$ cat config.mk
export PLATFORM = sky130hd
export DESIGN_NAME = registrador_leitor
export DESIGN_NICKNAME = d
export VERILOG_FILES = /design/src/rtl/registrador_leitor.sv
export SDC_FILE = /design/constraint.sdc
export NUM_CORES = 1
export LEC_CHECK = 0
export CORE_MARGIN = 10
export CORE_UTILIZATION = 44
export DETAILED_ROUTE_END_ITERATION = 8
export GPL_ROUTABILITY_DRIVEN = 0
export PLACE_DENSITY = 0.85
export SETUP_SLACK_MARGIN = 0.4
export SLEW_MARGIN = 20
export SYNTH_ARGS = -nofsm -noshare
export SYNTH_HDL_FRONTEND = slang
export SYNTH_SLANG_ARGS = --single-unit
$ cat constraint.sdc
create_clock -name ck -period 3.1 [get_ports ck]
set_input_delay 0.775 -clock ck [delete_from_list [all_inputs] [get_ports ck]]
set_output_delay 0.775 -clock ck [all_outputs]
set_load 0.01 [all_outputs]
$ cat src/rtl/registrador_leitor.sv
// registrador_leitor: read-side sequencer for the register bank.
// A start in IDLE snapshots every register word at once, then the words are
// streamed out one per accepted transfer (rd_valid/rd_ready) while a running
// sum and maximum are accumulated. done pulses once after the last word.
// Optional feature macro: READ_PARITY_EN (adds rd_par and par_err_cnt).
module registrador_leitor #(
    parameter int W    = 6,
    parameter int NREG = 3
) (
    input  logic              ck,
    input  logic              rst,
    input  logic              start,
    input  logic [NREG*W-1:0] q_bus,
    input  logic              rd_ready,
    output logic              rd_valid,
    output logic [1:0]        rd_idx,
    output logic [W-1:0]      rd_data,
    output logic              busy,
    output logic [W+1:0]      sum,
    output logic [W-1:0]      max,
    output logic              done,
`ifdef READ_PARITY_EN
    output logic              rd_par,
    output logic [3:0]        par_err_cnt,
`endif
    output logic [1:0]        dbg_state
);

    // Handshake: a word moves on a posedge where rd_valid && rd_ready are both
    // high; while rd_ready is low, rd_valid/rd_idx/rd_data stay unchanged.

    typedef enum logic [1:0] {
        S_IDLE = 2'd0,
        S_READ = 2'd1,
        S_DONE = 2'd2
    } state_t;

    localparam logic [1:0] LAST_IDX = 2'(NREG - 1);

    state_t              r_state;
    state_t              w_next;
    logic [NREG*W-1:0]   r_snap;
    logic [1:0]          r_idx;
    logic [W+1:0]        r_sum;
    logic [W-1:0]        r_max;
    logic                w_start_acc;
    logic                w_xfer;
    logic                w_last;
    logic [W-1:0]        w_word;

    // Current word is selected straight from the snapshot by the index.
    assign w_word = r_snap[int'(r_idx) * W +: W];

`ifdef READ_PARITY_EN
    logic [3:0]          r_par_cnt;
    logic [W-1:0]        w_live_word;
    logic                w_par_diff;

    // Live register value for the word being accepted, to spot mid-scan changes.
    assign w_live_word = q_bus[int'(r_idx) * W +: W];
    assign w_par_diff  = (^w_word) != (^w_live_word);
`endif

    // State register.
    always_ff @(posedge ck) begin
        if (rst) begin
            r_state <= S_IDLE;
        end else begin
            r_state <= w_next;
        end
    end

    // Next-state logic and the strobes that steer the datapath.
    always_comb begin
        w_next      = r_state;
        w_start_acc = 1'b0;
        w_xfer      = 1'b0;
        w_last      = 1'b0;
        case (r_state)
            S_IDLE: begin
                if (start) begin
                    w_start_acc = 1'b1;
                    w_next      = S_READ;
                end
            end
            S_READ: begin
                w_xfer = rd_ready;
                w_last = (r_idx == LAST_IDX);
                if (rd_ready && w_last) begin
                    w_next = S_DONE;
                end
            end
            S_DONE: begin
                w_next = S_IDLE;
            end
            default: begin
                w_next = S_IDLE;
            end
        endcase
    end

    // Snapshot, index and accumulators; the index never passes the last word.
    always_ff @(posedge ck) begin
        if (rst) begin
            r_snap <= '0;
            r_idx  <= 2'd0;
            r_sum  <= '0;
            r_max  <= '0;
        end else if (w_start_acc) begin
            r_snap <= q_bus;
            r_idx  <= 2'd0;
            r_sum  <= '0;
            r_max  <= '0;
        end else if (w_xfer) begin
            r_sum <= r_sum + {2'b00, w_word};
            if (w_word > r_max) begin
                r_max <= w_word;
            end
            if (!w_last) begin
                r_idx <= r_idx + 2'd1;
            end
        end
    end

`ifdef READ_PARITY_EN
    // Count accepted words whose register changed parity since the snapshot.
    always_ff @(posedge ck) begin
        if (rst || w_start_acc) begin
            r_par_cnt <= 4'd0;
        end else if (w_xfer && w_par_diff && (r_par_cnt != 4'd15)) begin
            r_par_cnt <= r_par_cnt + 4'd1;
        end
    end

    assign rd_par      = ^w_word;
    assign par_err_cnt = r_par_cnt;
`endif

    // Outputs are pure decodes of registered state, so they reset cleanly.
    always_comb begin
        rd_valid  = (r_state == S_READ);
        busy      = (r_state != S_IDLE);
        done      = (r_state == S_DONE);
        rd_idx    = r_idx;
        rd_data   = w_word;
        sum       = r_sum;
        max       = r_max;
        dbg_state = r_state;
    end

endmodule

Word level (Yosys, flattened, before mapping)
Index checks and enable logic that the tools add are counted.

Eq/ne operators: 5. $add $sub $neg: 2. Multiplexer cells: 7. $lt $le $gt $ge: 1. Reductions and logical operators: 7. Shift-type cells: 1. Bitwise logic cells: 1. Multipliers: 1.

Operators by type and width (count): 18-bit by 6-bit indexed part select with 6-bit output (1); 8-bit by 6-bit adder with 8-bit output (1); 6-bit > comparator (1); 2-bit AND reduction (3); 2-bit == test, second input constant (2); 2-bit by 2-bit multiplier with 4-bit output, second input constant (1); 1-bit two-way mux (4); 2-bit two-way mux (2); 2-bit one-hot mux with 2 select lines (1); 2-bit by 1-bit adder with 2-bit output, second input constant (1); 2-bit by 1-bit == test with 1-bit output, second input constant (1); 2-bit zero test (1); 2-bit by 1-bit inequality test with 1-bit output, second input constant (1); 2-bit inequality test, second input constant (1); 2-bit nonzero test (1); 2-bit OR reduction (1); 1-bit logical AND (1); 1-bit NOT (1).

Input port bits: 22. Flip-flop bits (word level): 36. Output and inout port bits: 27. Word-level logic and storage cells: 30.

Longest topological paths before layout
Gate-level depths: netlist (run 1).

Word-level depth: 4. Gate-level depth with buffers: 12. Mapped depth without buffers: 11.

Worst setup path after synthesis (run 1)
No wires, ideal clock.

Path kind: reg-to-reg. Start: register r_idx[0] (netlist: rd_idx[0]). End: register r_sum[6] (netlist: sum[6]). Path buffers: 1. Setup time: 0.119 ns. Path slack: 0.641 ns. Period minus slack after synthesis: 2.459 ns. Required time: 2.981 ns. Stages on the path, launching flop included: 11. Data arrival time: 2.341 ns. Cell sequence: dfxtp_1 -> buf_4 -> mux2i_1 -> o21ai_0 -> inv_1 -> fa_1 -> nor2b_1 -> o31a_1 -> o221ai_1 -> xor2_1 -> nor2_1.

Word-level cells in the longest chain between the ends: 3.

Ends and longest elaborated chain: from (decl) (RTL line 43) `logic [1:0] r_idx;`; from (signal assigned) (RTL line 120) `r_idx <= r_idx + 2'd1;`; 2-bit by 2-bit multiplier with 4-bit output (RTL line 52) `assign w_word = r_snap[int'(r_idx) * W +: W];`; 18-bit by 6-bit indexed part select with 6-bit output (RTL line 52); via rd_data[1] (RTL line 17) `output logic [W-1:0] rd_data,`; 8-bit by 6-bit adder with 8-bit output (RTL line 115) `r_sum <= r_sum + {2'b00, w_word};`; to (signal assigned) (RTL line 115); to (decl) (RTL line 44) `logic [W+1:0] r_sum;`.

The timed path passes the listed nets, and every way through them passes these cells. A chain may end at the register's enable or synchronous reset.

Worst setup path after layout (run 1)
Start: register r_idx[0] (netlist: rd_idx[0]). End: output port rd_data[5].

Word-level cells in the longest chain between the ends: 2.

Ends and longest elaborated chain (RTL line): 2-bit by 2-bit multiplier with 4-bit output (52); 18-bit by 6-bit indexed part select with 6-bit output (52); to (decl) (17).

No other way between the ends.

==> reports/qor.yml, run 1 <==
timing:
  timing.final.hold_violations: 0
  fin_crit_sh_pct: 83.16
  setup_violations: 0
  tns_ns: 0
  worstMarginPinSlew_ns: 0.4829
  period_minus_slack_ns: 2.578
  fmax_ghz: 0.3879
  slew_headroom_pct: 67.46
  slew_viol_final: 0
  rsz0062_at_grt: "false"
  fin_skew_ns: 0.01150
pwr:
  pwr-share-clk_pct: 30.5
  p_leak_nw: 1.046
  irDropWorstVdd_v: 0.0002532
  power_switching_uw: 301.1
  p_int_uw: 763.1
  power_density_mw_per_mm2: 432.4
  p_sw_share_pct: 28.29
  seqPwrFrac_pct: 47.6
  comb_power_share_pct: 21.9
  p_total_mw: 1.064
worst_setup_path:
  crit_chain: "buf_4 > mux2i_1 > o22ai_1 > buf_4 > clkdlybuf4s50_1"
  rr_startpoint: "rd_idx[0]"
  crit_top_cell: "buf_4"
  crit_path_start: "rd_idx[0]"
  r2r_cells: 12
  cp-end-kind: "primary output"
  crit_arrival_ns: 1.80
  worst_path_max_delay_cell: "clkdlybuf4s50_1"
  r2r_setup_slack_ns: 0.63
  cp.depth: 5
  cpPeakStageDelay_ns: 0.54
  cp_num_buf_inv: 3
  critical-path-top-delay-family: "buffers and inverters"
  required_ns: 2.32
  path_max_fanout: 6
  crit_type: "flip-flop to primary output"
  start_kind: "flip-flop"
global_routing:
  overflow: 0
  grt_max_degree: 25
  grt_pass1_wl_microns: 8066
  grtUsageMet1_pct: 14.14
  antenna_found_initial: 0
  first_global_vias: 1681
  globalRoute.busiestLayer: "met2"
  met3_usage_pct: 6.152
  grt_use_total_pct: 13.61
  grt_use_met2_pct: 22.89
clock_tree:
  clkSinkCount: 36
  insertion_delay_ns: 0.29
  cts_hold_buf: 0
  post_cts_buffers: 0
  cts-root-buf: "clkbuf_8"
  cts.htree.levels: 2
  numCtsBuffers: 5
  cts_buffer_depth: 2
  cts_tree: "yes"
  clk_pin_slew_ns: 0.08
logic_synthesis:
  seq_area_frac_synth_pct: 39.89
  yosysTopAreaCell: "dfxtp_1"
  synth_cells: 187
  synth.avg_cell_area_sq_um: 9.662
  synth_area_leaders: "dfxtp_1 (40%), ha_1 (9.0%), a22o_1 (8.7%)"
  yosysMostFrequentCell: "dfxtp_1"
  yosys_register_bits: 36
  yosysWarnings: 0
  syn-cell-area_sq_mm: 0.001807
  synthArstFlopShare_pct: 0
  synth_nets: 223
  yosysUniqueCellTypes: 44
  synthTopCellsByCount: "dfxtp_1 (36), a22o_1 (18), ha_1 (13), nor2_1 (13)"
  synthFlopType: "dfxtp_1"
  yosysTopAreaCellShare_pct: 39.89
  synth_edf_count: 0
final_layout:
  design_area_sq_mm: 0.002461
  final_cells: 293
  num_antenna_cells: 0
  layout-drive-gt1-share_pct: 12.76
  fin_nets: 278
  syn_to_final_growth_pct: 36.22
placed_design:
  placed_cells: 285
  dpl_cell_area_sq_mm: 0.002357
  dp_hpwl_microns: 3628
  io_buffers: 48
job:
  cap_violations: 0
min_path:
  min_path_type: "flip-flop to flip-flop"
  min_path_cells: 1
  worstHoldStart: "r_snap[5]"
floorplan:
  rows: 23
  die_height_microns: 84.08
  die_w_microns: 84.08
  die_area_sq_mm: 0.007069
  initial_core_util_pct: 45.17
  core_sq_mm: 0.004000
  ios: 49
route:
  drc: 0
  dr.pass1.iters: 4
  drt_wl_total_microns: 4679
  antenna_left: 0
  vias: 1605
  avgViaCountPerCell: 5.478
  routedWlPerCell_microns: 15.97
  drt_iter0_drc: 75
run_status:
  status: "completed"
## stage by stage
step / hold slack (ns) / worst slack (ns) / util [%]
3_3_place_gp: 0.4641 / 0.6438 / 58.93
5_1_grt: 0.5057 / 0.4011 / 61.53
6_report: 0.4816 / 0.5222 / 61.53
4_1_cts: 0.4839 / 0.4277 / 61.21
2_1_floorplan: 0.4484 / 0.6410 / -
3_5_place_dp: 0.4629 / 0.5489 / 58.93
## what timing repair did
action / 4_1_cts / 5_1_grt
gates resized for setup: 4 / 5
hold endpoints to repair: 0 / 0
setup endpoints to repair: 6 / 6
## power by group through the flow
stage | Sequential, mW | Clock [mW] | Combinational, mW
global route | 0.509 | 0.353 | 0.258
global placement | 0.517 | 0 | 0.227
floorplan | 0.513 | 0 | 0.135
detailed placement | 0.516 | 0 | 0.235
CTS | 0.507 | 0.332 | 0.236
finish | 0.507 | 0.325 | 0.233
## area by class of cell
cell class	instances	area, sq um
well taps	50	62.56
repair buffers	55	541.8
inverters	13	48.80
flip-flops and latches	36	725.7
multi-input cells	131	997.2
clock buffers	7	76.32
fillers	352	1539
clock inverters	1	8.758
## final timing paths
kind	end
max	rd_data[5]
min	r_snap[5]
max reg2reg	sum[6]
min reg2reg	r_snap[5]
## worst register-to-register path: cells and delay by family, from the launching register on
kind	cells	cell delay, ns
adder cells (fa/ha/maj)	2	0.64
flip-flops	1	0.38
AO/OA/AOI/OAI	3	0.46
XOR/XNOR	1	0.15
AND/OR/NAND/NOR	4	0.47
buffers and inverters	2	0.24
## cells by family (layout without fill, tap and decap cells)
family / Yosys count / after routing / share of synthesized area, %
AOI/OAI and AO/OA: 58 / 58 / 26.04
xor gates and xnor gates: 3 / 3 / 1.455
adders and majority gates: 14 / 14 / 10.11
buffers and inverters: 20 / 76 / 5.193
DFF: 36 / 36 / 39.89
muxes: 7 / 7 / 3.878
and+or+nand+nor: 49 / 49 / 13.44
## state kept, by name, summed over array words and instances (netlist names)
name,cells
rd_idx,2
max,6
dbg_state,2
sum,8
r_snap,18
## layer usage
| metal | wire, microns | part of all wire, % |
|---|---|---|
| met1 | 1866 | 40 |
| met2 | 2306 | 49 |
| met3 | 377 | 8.1 |
| met4 | 129 | 2.8 |
| met5 | 0 | 0 |
## layout by cell type (no fill, tap or decap), drive strengths merged, types with 4 or more instances in the layout
| master | n |
|---|---|
| o21ai | 9 |
| nand3 | 6 |
| nand2 | 13 |
| ha | 13 |
| buf | 7 |
| dlymetal6s2s | 4 |
| clkbuf | 7 |
| inv | 13 |
| nor2 | 16 |
| a22o | 18 |
| nor2b | 4 |
| mux2i | 7 |
| a21oi | 8 |
| a211oi | 7 |
| o31ai | 4 |
| dfxtp | 36 |
| clkdlybuf4s50 | 43 |
(Power assumes the default switching activity.)
==> run 2: changes to the inputs <==
==> constraint.sdc (replaced) <==
create_clock -name ck -period 2.52 [get_ports ck]
set_input_delay 0.63 -clock ck [delete_from_list [all_inputs] [get_ports ck]]
set_output_delay 0.63 -clock ck [all_outputs]
set_load 0.01 [all_outputs]
==> run 2 against run 1 <==
  * Worst setup slack worse by 0.23 ns
  * Sequential power grew 23%
  * Clock skew decreased by 0.0083 ns
  * Global-route usage up 1.8 points
  * Total power grew 37%
  * Critical path depth is 4 higher
  * Non-clock buffer count is 11 higher
  * Sequential share of layout area shrank 3.0 points
==> reports/qor.yml, run 2 (synthesis gave the netlist of run 1 again) <==
final_layout:
  syn_to_final_growth_pct: 52.22
  fill_cells: 293  # -17%
  utilization_pct: 68.75  # +7.2 points
  num_antenna_cells: 0  # unchanged
  largest-register: "r_snap"
  final_common_cell: "clkdlybuf4s50_1"
  layout_common_cells: "clkdlybuf4s50_1 (41), dfxtp_1 (33), a22o_1 (18)"
  fin_nets: 290  # +4.3%
  largest_reg_flops: 18  # unchanged
  layout-drive-gt1-share_pct: 30.20  # +17 points
timing:
  whs_ns: 0.4921  # +0.01049 ns
  fin_crit_sh_pct: 88.43
  slew_viol_final: 0  # unchanged
  worstMarginPinSlew_ns: 0.4288  # -0.05418 ns
  timing.final.hold_violations: 0  # unchanged
  fin_skew_ns: 0.003196  # -0.008307 ns
  setup_violations: 0  # unchanged
  slew_headroom_pct: 71.42  # +4.0 points
  period_minus_slack_ns: 2.228
  final.setup.worst_slack_ns: 0.2916  # -0.2306 ns
  tns_ns: 0  # unchanged
  rsz0062_at_grt: "true"
  fmax_ghz: 0.4488
route:
  drt_iter0_drc: 78  # +4.0%
  avgViaCountPerCell: 5.498  # +0.38%
  drc: 0  # unchanged
  vias: 1677  # +4.5%
  dr.pass1.iters: 4  # unchanged
  antenna_left: 0  # unchanged
  drt_wl_total_microns: 5470  # +17%
  routedWlPerCell_microns: 17.93  # +12%
floorplan:
  die_height_microns: 84.08  # unchanged
  core_sq_mm: 0.004000  # unchanged
  rows: 23  # unchanged
  die_w_microns: 84.08  # unchanged
  die_area_sq_mm: 0.007069  # unchanged
  ios: 49  # unchanged
  initial_core_util_pct: 45.17  # unchanged
clock_tree:
  clkSinkCount: 36  # unchanged
  insertion_delay_ns: 0.29  # about the same
  cts_buffer_depth: 2  # unchanged
  clk_pin_slew_ns: 0.08  # about the same
  cts-root-buf: "clkbuf_8"
  cts.htree.levels: 2  # unchanged
  cts_hold_buf: 0  # unchanged
  numCtsBuffers: 5  # unchanged
  cts_tree: "yes"
pwr:
  pwr-share-clk_pct: 32.5  # +2.0 points
  irDropWorstVdd_v: 0.0002971  # +17%
  p_int_mw: 1.031  # +35%
  seqPwrFrac_pct: 42.8  # -4.8 points
  comb_power_share_pct: 24.8  # +2.9 points
  power_switching_uw: 431.6  # +43%
  p_sw_share_pct: 29.50  # +1.2 points
  p_leak_nw: 1.106  # +5.7%
  power_density_mw_per_mm2: 531.9  # +23%
worst_setup_path:
  worst_path_max_delay_cell: "dfxtp_4"
  crit_chain: "buf_4 > mux2i_4 > o21ai_4 > ha_1 > o21ai_1 > o21bai_2 > a21oi_2 > mux2i_1 > nand2_1"
  crit_type: "flip-flop to flip-flop"
  crit_arrival_ns: 2.42  # +0.62 ns
  cpPeakStageDelay_ns: 0.42  # -0.12 ns
  path_max_fanout: 7  # +1
  r2r_setup_slack_ns: 0.29  # -0.34 ns
  cp-end-kind: "flip-flop"
  start_kind: "flip-flop"
  required_ns: 2.71  # +0.39 ns
job:
  cap_violations: 0  # unchanged
global_routing:
  antenna_found_initial: 0  # unchanged
  first_global_vias: 1734  # +3.2%
  grt_use_total_pct: 15.42  # +1.8 points
  grt_max_degree: 25  # unchanged
  overflow: 0  # unchanged
  grt_pass1_wl_microns: 8990  # +11%
placed_design:
  dp_hpwl_microns: 3525  # -2.8%
  io_buffers: 48  # unchanged
  place_ws_ns: 0.1850  # -0.3639 ns
run_status:
  status: "completed"
min_path:
  min_path_type: "flip-flop to flip-flop"
-- run 2: power by group through the flow --
stage	clock network (mW)	logic [mW]	registers, mW
2_1_floorplan	0	0.173	0.632
3_3_place_gp	0	0.274	0.638
3_5_place_dp	0	0.281	0.638
4_1_cts	0.490	0.342	0.623
5_1_grt	0.509	0.395	0.629
6_report	0.475	0.362	0.626
-- run 2: final timing paths --
kind                endpoint        from  cells after the start
hold / removal    r_snap[12]  r_snap[12]                      1
setup / recovery      sum[5]   rd_idx[0]                      9
hold reg to reg   r_snap[12]  r_snap[12]                      1
setup reg to reg      sum[5]   rd_idx[0]                      9
-- run 2: what timing repair did --
action                                  4_1_cts  5_1_grt
endpoints found under the setup margin       16       18
setup buffers                                13        3
gates resized for setup                      25       19
pin swaps                                    13       11
gates cloned                                  1        0
-- run 2: per-stage QoR --
step	total power, mW	instances	cell area [sq um]
after detailed placement	0.9198	280	2361
after global placement	0.9121	280	2361
after global routing	1.533	305	2750
after floorplan	0.8047	187	1852
after CTS	1.455	302	2685
final	1.463	305	2750
-- run 2: cell type report --
type	instances	area, sq um	share of cell area [%]
well taps	50	62.56	2.275
repair buffers	66	606.8	22.07
clock inverters	2	12.51	0.4550
multi-input cells	132	1196	43.49
flip-flops and latches	36	729.5	26.52
inverters	13	48.80	1.774
clock buffers	6	93.84	3.412
-- run 2: per-layer routing --
layer  up-vias  share of wire, %  GRT usage, %
li1        817                 -             -
met1       795                40         17.09
met2        51                51         26.00
met3        14               6.5         5.469
met4         0               2.3         6.240
met5         -                 0             0
-- run 2: critical path: cells and delay by family, from the launching register on --
family | cells | cell delay (ns)
simple gates | 1 | 0.07
fa+ha+maj | 1 | 0.35
mux | 2 | 0.54
compound gates | 4 | 0.57
buf+inv | 1 | 0.16
flops | 1 | 0.42
==> run 3: changes to the inputs <==
--- a/config.mk
+++ b/config.mk
@@ -10,7 +10,6 @@
 export DETAILED_ROUTE_END_ITERATION = 8
 export GPL_ROUTABILITY_DRIVEN = 0
 export PLACE_DENSITY = 0.85
-export SETUP_SLACK_MARGIN = 0.4
 export SLEW_MARGIN = 20
 export SYNTH_ARGS = -nofsm -noshare
 export SYNTH_HDL_FRONTEND = slang
==> run 3 against run 2 <==
  * Via count fell by 2.9%
  * Hold slack got worse by 0.0052 ns
  * Non-clock buffer count fell by 7
  * Largest power group unchanged
  * Sequential share of layout area rose by 2.5 points
  * Die area did not move
  * Largest cell class unchanged
==> reports/qor.yml, run 3 (synthesis gave the netlist of run 1 again) <==
final_layout:
  layout_common_cells: "clkdlybuf4s50_1 (47), dfxtp_1 (35), a22o_1 (18)"
  largest-register: "r_snap"
  final_cells: 297  # -2.6%
  layout-drive-gt1-share_pct: 16.19  # -14 points
  num_antenna_cells: 0  # unchanged
  syn_to_final_growth_pct: 38.16
  fin_nets: 282  # -2.8%
  final_common_cell: "clkdlybuf4s50_1"
  largest_reg_flops: 18  # unchanged
  multiInputGateArea_sq_mm: 0.001011  # -15%
  fill_cells: 332  # +13%
  final-seq-area_sq_um: 724.4  # -0.69%
global_routing:
  first_global_vias: 1618  # -6.7%
  grt_pass1_wl_microns: 8073  # -10%
  grt_use_total_pct: 13.63  # -1.8 points
  grt_max_degree: 25  # unchanged
  overflow: 0  # unchanged
  antenna_found_initial: 0  # unchanged
floorplan:
  die_area_sq_mm: 0.007069  # unchanged
  ios: 49  # unchanged
  initial_core_util_pct: 45.17  # unchanged
  die_height_microns: 84.08  # unchanged
  rows: 23  # unchanged
  core_sq_mm: 0.004000  # unchanged
  die_w_microns: 84.08  # unchanged
pwr:
  p_leak_nw: 1.014  # -8.3%
  irDropWorstVdd_v: 0.0004184  # +41%
  power_density_mw_per_mm2: 530.7  # -0.23%
worst_setup_path:
  start_kind: "flip-flop"
  path_max_fanout: 5  # -2
  cp-end-kind: "primary output"
  crit_arrival_ns: 1.81  # -0.61 ns
  crit_type: "flip-flop to primary output"
  required_ns: 1.89  # -0.82 ns
clock_tree:
  cts_hold_buf: 0  # unchanged
  insertion_delay_ns: 0.29  # about the same
  cts.htree.levels: 2  # unchanged
  cts_tree: "yes"
  clkSinkCount: 36  # unchanged
  numCtsBuffers: 5  # unchanged
  clk_pin_slew_ns: 0.07  # about the same
  cts-root-buf: "clkbuf_8"
  cts_buffer_depth: 2  # unchanged
timing:
  slew_viol_final: 0  # unchanged
  timing.final.hold_violations: 0  # unchanged
  fmax_ghz: 0.4092  # -8.8%
  worstMarginPinSlew_ns: 0.4356  # +0.006827 ns
  final.setup.worst_slack_ns: 0.07592  # -0.2157 ns
  fin_crit_sh_pct: 96.99  # +8.6 points
  period_minus_slack_ns: 2.444  # +0.2157 ns
  slew_headroom_pct: 70.77  # -0.65 points
  fin_skew_ns: 0.003745  # +0.0005492 ns
  setup_violations: 0  # unchanged
min_path:
  min_path_type: "flip-flop to flip-flop"
route:
  vias: 1628  # -2.9%
  antenna_left: 0  # unchanged
  dr.pass1.iters: 4  # unchanged
  avgViaCountPerCell: 5.481  # -0.31%
  drt_iter0_drc: 105  # +35%
  drc: 0  # unchanged
  routedWlPerCell_microns: 16.39  # -8.6%
  drt_wl_total_microns: 4869  # -11%
run_status:
  status: "completed"
placed_design:
  io_buffers: 48  # unchanged
  place_ws_ns: 0.03638  # -0.1486 ns
  dp_hpwl_microns: 3559  # +0.95%
  placed_cells: 285  # +1.8%
job:
  cap_violations: 0  # unchanged
run 3: cell types whose count changed in the layout (fill, tap and decap cells not counted), moves of 3 or more:
cell | previous run | this run
ha_4 | 5 | 0
mux2i_1 | 3 | 7
clkdlybuf4s50_1 | 41 | 47
ha_1 | 8 | 13
mux2i_2 | 3 | 0
buf_4 | 16 | 11
clkbuf_2 | 3 | 0
run 3: critical path: stages (launching register included):
cell and delay [ns]:
dfxtp_1 0.32, buf_4 0.16, nor2b_4 0.16, nand2_1 0.08
o21ai_1 0.11, buf_4 0.15, clkdlybuf4s50_1 0.53
run 3: power breakdown:
part           leakage [nW]  internal (mW)  switching, mW
clock                0.0479          0.192          0.212
combinational         0.672          0.149          0.150
sequential            0.294          0.598         0.0233
total                  1.01          0.939          0.385
run 3: metal layers:
metal	vias up	GRT usage, %	part of all wire (%)
met5	-	0	0
met4	0	4.718	2.3
met3	11	5.371	9.4
met2	71	22.61	49
met1	756	15.39	39
li1	790	-	-
run 3: cell type report:
cell class                 instances  share of cell area [%]
timing repair buffer              59                   22.51
inverter                          13                   1.955
clock inverter                     3                  0.7519
tap                               50                   2.506
clock buffer                       5                   2.757
multi-input combinational        131                   40.50
sequential                        36                   29.02
run 3: metrics by stage:
stage	power (mW)	cell area (sq um)	TNS (ns)	hold WS (ns)	util (%)
after floorplan	0.7967	1807	0	0.4484	-
after global placement	0.9142	2357	0	0.4615	58.93
after detailed placement	0.9217	2357	0	0.4701	58.93
after CTS	1.324	2457	0	0.4887	61.43
after global routing	1.400	2496	-0.008111	0.5021	62.40
final	1.325	2496	0	0.4869	62.40
run 3: path summary, 6_finish.rpt:
kind,start,end,slack (ns),depth (start not counted)
max,rd_idx[0],rd_data[0],0.08,6
min,sum[5],sum[5],0.49,2
max reg2reg,rd_idx[0],max[1],0.23,11
min reg2reg,sum[5],sum[5],0.49,2
run 3: what timing repair did:
action / 4_1_cts / 5_1_grt
resized for setup: 8 / 5
gates cloned: 0 / 0
setup buffers: 0 / 4
setup endpoints to repair: 5 / 12
==> edit 1 (settings of run 2) <==
`W`: 6 -> 4.
--- a/src/rtl/registrador_leitor.sv
+++ b/src/rtl/registrador_leitor.sv
@@ -4,7 +4,7 @@
 // sum and maximum are accumulated. done pulses once after the last word.
 // Optional feature macro: READ_PARITY_EN (adds rd_par and par_err_cnt).
 module registrador_leitor #(
-    parameter int W    = 6,
+    parameter int W    = 4,
     parameter int NREG = 3
 ) (
     input  logic              ck,
Ports: changed (resized max, q_bus, rd_data and sum); port bits go from 49 to 37. The function was not compared with the original's and may differ.
==> edit 1 against run 2 <==
Synthesized cell count fell by 13%. Worst setup slack improved by 120 ps. Utilization is 6.0 points lower. Synthesized area decreased by 22%. Power down 40%. Sequential cell count fell by 10. Count of clock-buffer cells in the layout down 2. Combinational power decreased by 38%. Routed wire length fell by 39%. Cell area is 30% lower. Critical path type is now reg2out. Critical endpoint is now rd_data[0]. Largest cell class unchanged.
==> edit 1: results (changes against run 2) <==
[flow_run]
maxCapViolCount=0  ; unchanged

[logic_synthesis]
syn-num-nets=188  ; -16%
synth_edf_count=0  ; unchanged
synth_xor_area_frac=0.006239  ; -0.008304
ys_types=38  ; -14%
yosys-top-cells-area=dfxtp_1 (37%), nand2_1 (8.8%), ha_1 (8.0%)
synth_ff_type=dfxtp_1
yosys-mux-area-fraction=0.04278  ; +0.004000
synth-compound-area-share=0.1747  ; -0.08570
yosys_warnings=0  ; unchanged
synth_fa_ha_area_frac=0.09447  ; -0.006634
netlist_top_cells_count=nand2_1 (33), dfxtp_1 (26), a21oi_1 (16)
async_flop_share=0  ; unchanged
ys_seq_area_frac=0.3708  ; -0.02813

[power]
ir_drop_mv=0.2562  ; -14%
p_leak_uw=0.0007343  ; -34%
switching_share=0.2930  ; -0.002012

[clock_tree]
numCtsBuffers=3  ; -2
clock_tree.htree_level_count=1  ; -1
ctsRootBufferMaster=clkbuf_4
post_cts.repair.setup_buffers=0  ; -13
path_clk_slew_ps=150  ; +70 ps
clk_latency_ps=330  ; +40 ps
cts_max_path_buffers=2  ; unchanged

[sta]
hold_violations=0  ; unchanged
slew_viol_final=0  ; unchanged
fin_skew_ps=11.36  ; +8.167 ps
max_slew_margin=0.6925  ; -0.02164

[outcome]
status=finished, final reports clean

[global_routing]
grt_usage=0.1123  ; -0.04198
grt_start_max_net_pins=16  ; -36%
antenna_found_initial=0  ; unchanged
first_global_vias=1246  ; -28%
grt_pass1_wl_mm=5.685  ; -37%

[route]
drt-pass1-iter-count=4  ; unchanged
routed_wl_mm=3.347  ; -39%
via_count=1212  ; -28%
initialDrtViolationCount=122  ; +56%

[cells_and_area]
layout_commonest_cell=nand2_1
largest_reg_flops=12  ; -6
fill_cells=282  ; -3.8%
top_register=r_snap
final_nets=224  ; -23%
antenna_cells=0  ; unchanged
layout-drive-gt1-share=0.1980  ; -0.1040

[placed_design]
hpwl_mm=2.659  ; -25%
port_buffers=36  ; -25%

[setup_path]
cp_top_family=flip-flops
critical-path-max-stage-delay_ps=440  ; +20 ps
cp_max_fo=8  ; +1
slowest_stage=dfxtp_4
crit_arrival_ps=1480  ; -940 ps

[min_path]
hold_class=reg2reg

## edit 1: changes by cell type after synthesis, sizes merged, moves of 4 or more
cell / before / now
nand2: 13 / 33
a22o: 18 / 0
dfxtp: 36 / 26
nor2: 16 / 8
o21ai: 9 / 1
o2bb2ai: 0 / 4
ha: 13 / 9
a211oi: 7 / 3
a21oi: 8 / 20
nand3: 6 / 0
nor3: 3 / 9
## edit 1: layout make-up
type	instances	area [um^2]	share of cell area
Timing Repair Buffer	39	372.9	0.1948
Clock buffer	4	36.28	0.01895
Multi-Input combinational cell	118	883.3	0.4614
Inverter	10	37.54	0.01961
Sequential cell	26	529.3	0.2765
Tap cell	44	55.05	0.02876
## edit 1: cells by family (layout without fill, tap and decap cells)
| family | count (synthesis) | count (layout) |
|---|---|---|
| compound gates | 34 | 34 |
| fa+ha+maj | 10 | 10 |
| buf+inv | 18 | 53 |
| flops | 26 | 26 |
| mux | 6 | 6 |
| xor+xnor | 1 | 1 |
| simple gates | 67 | 67 |
## edit 1: power groups by stage
stage / logic (uW) / registers, uW / clock network (uW)
floorplan: 136 / 452 / 0
detailed placement: 211 / 454 / 0
finish: 224 / 445 / 213
global placement: 206 / 453 / 0
CTS: 208 / 445 / 217
global route: 247 / 448 / 232
## edit 1: worst min-delay path: stages (launching register included)
cell	delay, ps
dfxtp_1	340
nand2_1	50
a21oi_1	50
## edit 1: worst paths after layout
kind | startpoint | to | slack, ps | depth (start not counted)
worst max register to register | rd_idx[1] | max[3] | 470 | 7
worst max-delay path | rd_idx[1] | rd_data[0] | 410 | 3
worst min-delay path | r_snap[9] | r_snap[9] | 470 | 2
worst min register to register | r_snap[9] | r_snap[9] | 470 | 2
## edit 1: what timing repair did
action	CTS	global route
gates resized for setup	8	15
setup endpoints to repair	14	12
endpoints found under the hold margin	0	0
pin swaps	3	3
## edit 1: per-stage QoR
step | setup slack (ps) | instances | util | instance area (um^2) | hold WS, ps
after floorplan | 401.5 | 162 | - | 1439 | 435.7
after global placement | 321.0 | 237 | 0.5980 | 1826 | 447.9
after detailed placement | 268.1 | 237 | 0.5980 | 1826 | 451.8
after CTS | 389.1 | 241 | 0.6107 | 1864 | 470.6
after global routing | 351.5 | 241 | 0.6270 | 1914 | 499.2
final | 409.6 | 241 | 0.6270 | 1914 | 470.5
## edit 1: routing by layer
metal	vias to the layer above	share of wire	track usage
met2	32	0.48	0.2007
li1	622	-	-
met4	0	0.0069	0.02230
met1	554	0.46	0.1270
met3	4	0.053	0.03538
met5	-	0	0
==> edit 2 (settings of run 2) <==
Made on the original files. Put a register stage on the output `dbg_state`. The value now appears one clock later. The other outputs are not delayed to match.
--- a/src/rtl/registrador_leitor.sv
+++ b/src/rtl/registrador_leitor.sv
@@ -36,6 +36,8 @@
     } state_t;
 
     localparam logic [1:0] LAST_IDX = 2'(NREG - 1);
+
+    logic [1:0] dbg_state_d;
 
     state_t              r_state;
     state_t              w_next;
@@ -145,7 +147,11 @@
         rd_data   = w_word;
         sum       = r_sum;
         max       = r_max;
-        dbg_state = r_state;
+        dbg_state_d = r_state;
+    end
+
+    always_ff @(posedge ck) begin
+        dbg_state <= dbg_state_d;
     end
 
 endmodule
Behaviour: not the same (a bounded check fails within 4 cycles, from zero or initial values and one cycle with rst high).
==> edit 2 against run 2 <==
Worst setup slack lost 27 ps. Power increased by 1.2%. Clock power is 13% higher. Sequential cell count is 2 higher. Cell area rose by 3.3%. Synthesized area up 4.0%. Worst hold slack lost 79 ps. Combinational power fell by 18%. Cell count increased by 13%. Routed wire length up 2.8%. Highest routed layer unchanged.
==> edit 2: results (changes against run 2) <==
[logic_synthesis]
syn_area_per_cell_um2=8.207  ; -15%
syn-num-nets=265  ; +19%
synth_xor_area_frac=0.01398  ; -0.0005616
yosys-mux-area-fraction=0.05859  ; +0.01981
ys_types=37  ; -16%
synth-compound-area-share=0.1644  ; -0.09594
yosys-top-cells-area=dfxtp_1 (40%), nand2_1 (10%), ha_1 (8.7%)
ys_seq_area_frac=0.4048  ; +0.005902
netlist_top_cells_count=nand2_1 (50), dfxtp_1 (38), a21oi_1 (26)
synth_fa_ha_area_frac=0.09720  ; -0.003904

[route]
routed_wl_mm=5.621  ; +2.8%
wl_met1_mm=2.234  ; +2.4%
via_count=1837  ; +9.5%
viasPerCell=5.325  ; -3.2%
met3_length_um=412  ; +16%
wl_met2_mm=2.827  ; +0.78%
initialDrtViolationCount=117  ; +50%

[power]
p_comb_uw=298  ; -18%
ir_drop_mv=0.6207  ; +110%
p_sw_uw=410.2  ; -5.0%
p_leak_uw=0.001097  ; -0.78%
pwr_density_cell_nw_per_um2=521.1  ; -2.0%
clkPwrFrac=0.362  ; +0.037

[setup_path]
critical-path-max-stage-delay_ps=380  ; -40 ps
cp_max_fo=5  ; -2

[global_routing]
grt_pass1_wl_mm=8.307  ; -7.6%
grt_start_max_net_pins=21  ; -16%
grt_usage=0.1376  ; -0.01663

[cells_and_area]
layout-drive-gt1-share=0.2475  ; -0.05450
final_nets=330  ; +14%
largest_reg_flops=18  ; unchanged

[placed_design]
place_ws_ps=133.3  ; -51.74 ps
dp_cells=321  ; +15%
hpwl_mm=3.732  ; +5.9%
place_area_um2=2450  ; +3.8%

[min_path]
hold_class=reg2reg

[clock_tree]
clock_tree.htree_level_count=2  ; unchanged
clk_latency_ps=310  ; +20 ps
numCtsBuffers=5  ; unchanged

[sta]
max_slew_margin=0.6204  ; -0.09374
fin_skew_ps=10.41  ; +7.217 ps

[outcome]
status=finished, final reports clean

## edit 2: area by class of cell
type	count	area (um^2)
timing repair buffer	68	630.6
multi-input combinational	169	1217
sequential	38	770.7
fill	296	1217
inverter	12	45.04
clock inverter	3	45.04
clock buffer	5	68.82
tap	50	62.56
## edit 2: repair_timing
action / in CTS / in global routing
gates resized for setup: 13 / 39
setup endpoints to repair: 17 / 19
setup buffers: 4 / 12
pin swaps: 0 / 15
## edit 2: worst paths after layout
check | startpoint | to | slack [ps] | cells past startpoint
max | rd_idx[0] | sum[6] | 260 | 11
min reg2reg | dbg_state_d[0] | dbg_state[0] | 410 | 0
min | dbg_state_d[0] | dbg_state[0] | 410 | 0
max reg2reg | rd_idx[0] | sum[6] | 260 | 11
## edit 2: per-layer routing
layer | vias to the layer above | global-route usage
met4 | 0 | 0.04641
met3 | 14 | 0.05641
met5 | - | 0
li1 | 909 | -
met1 | 851 | 0.1456
met2 | 63 | 0.2405
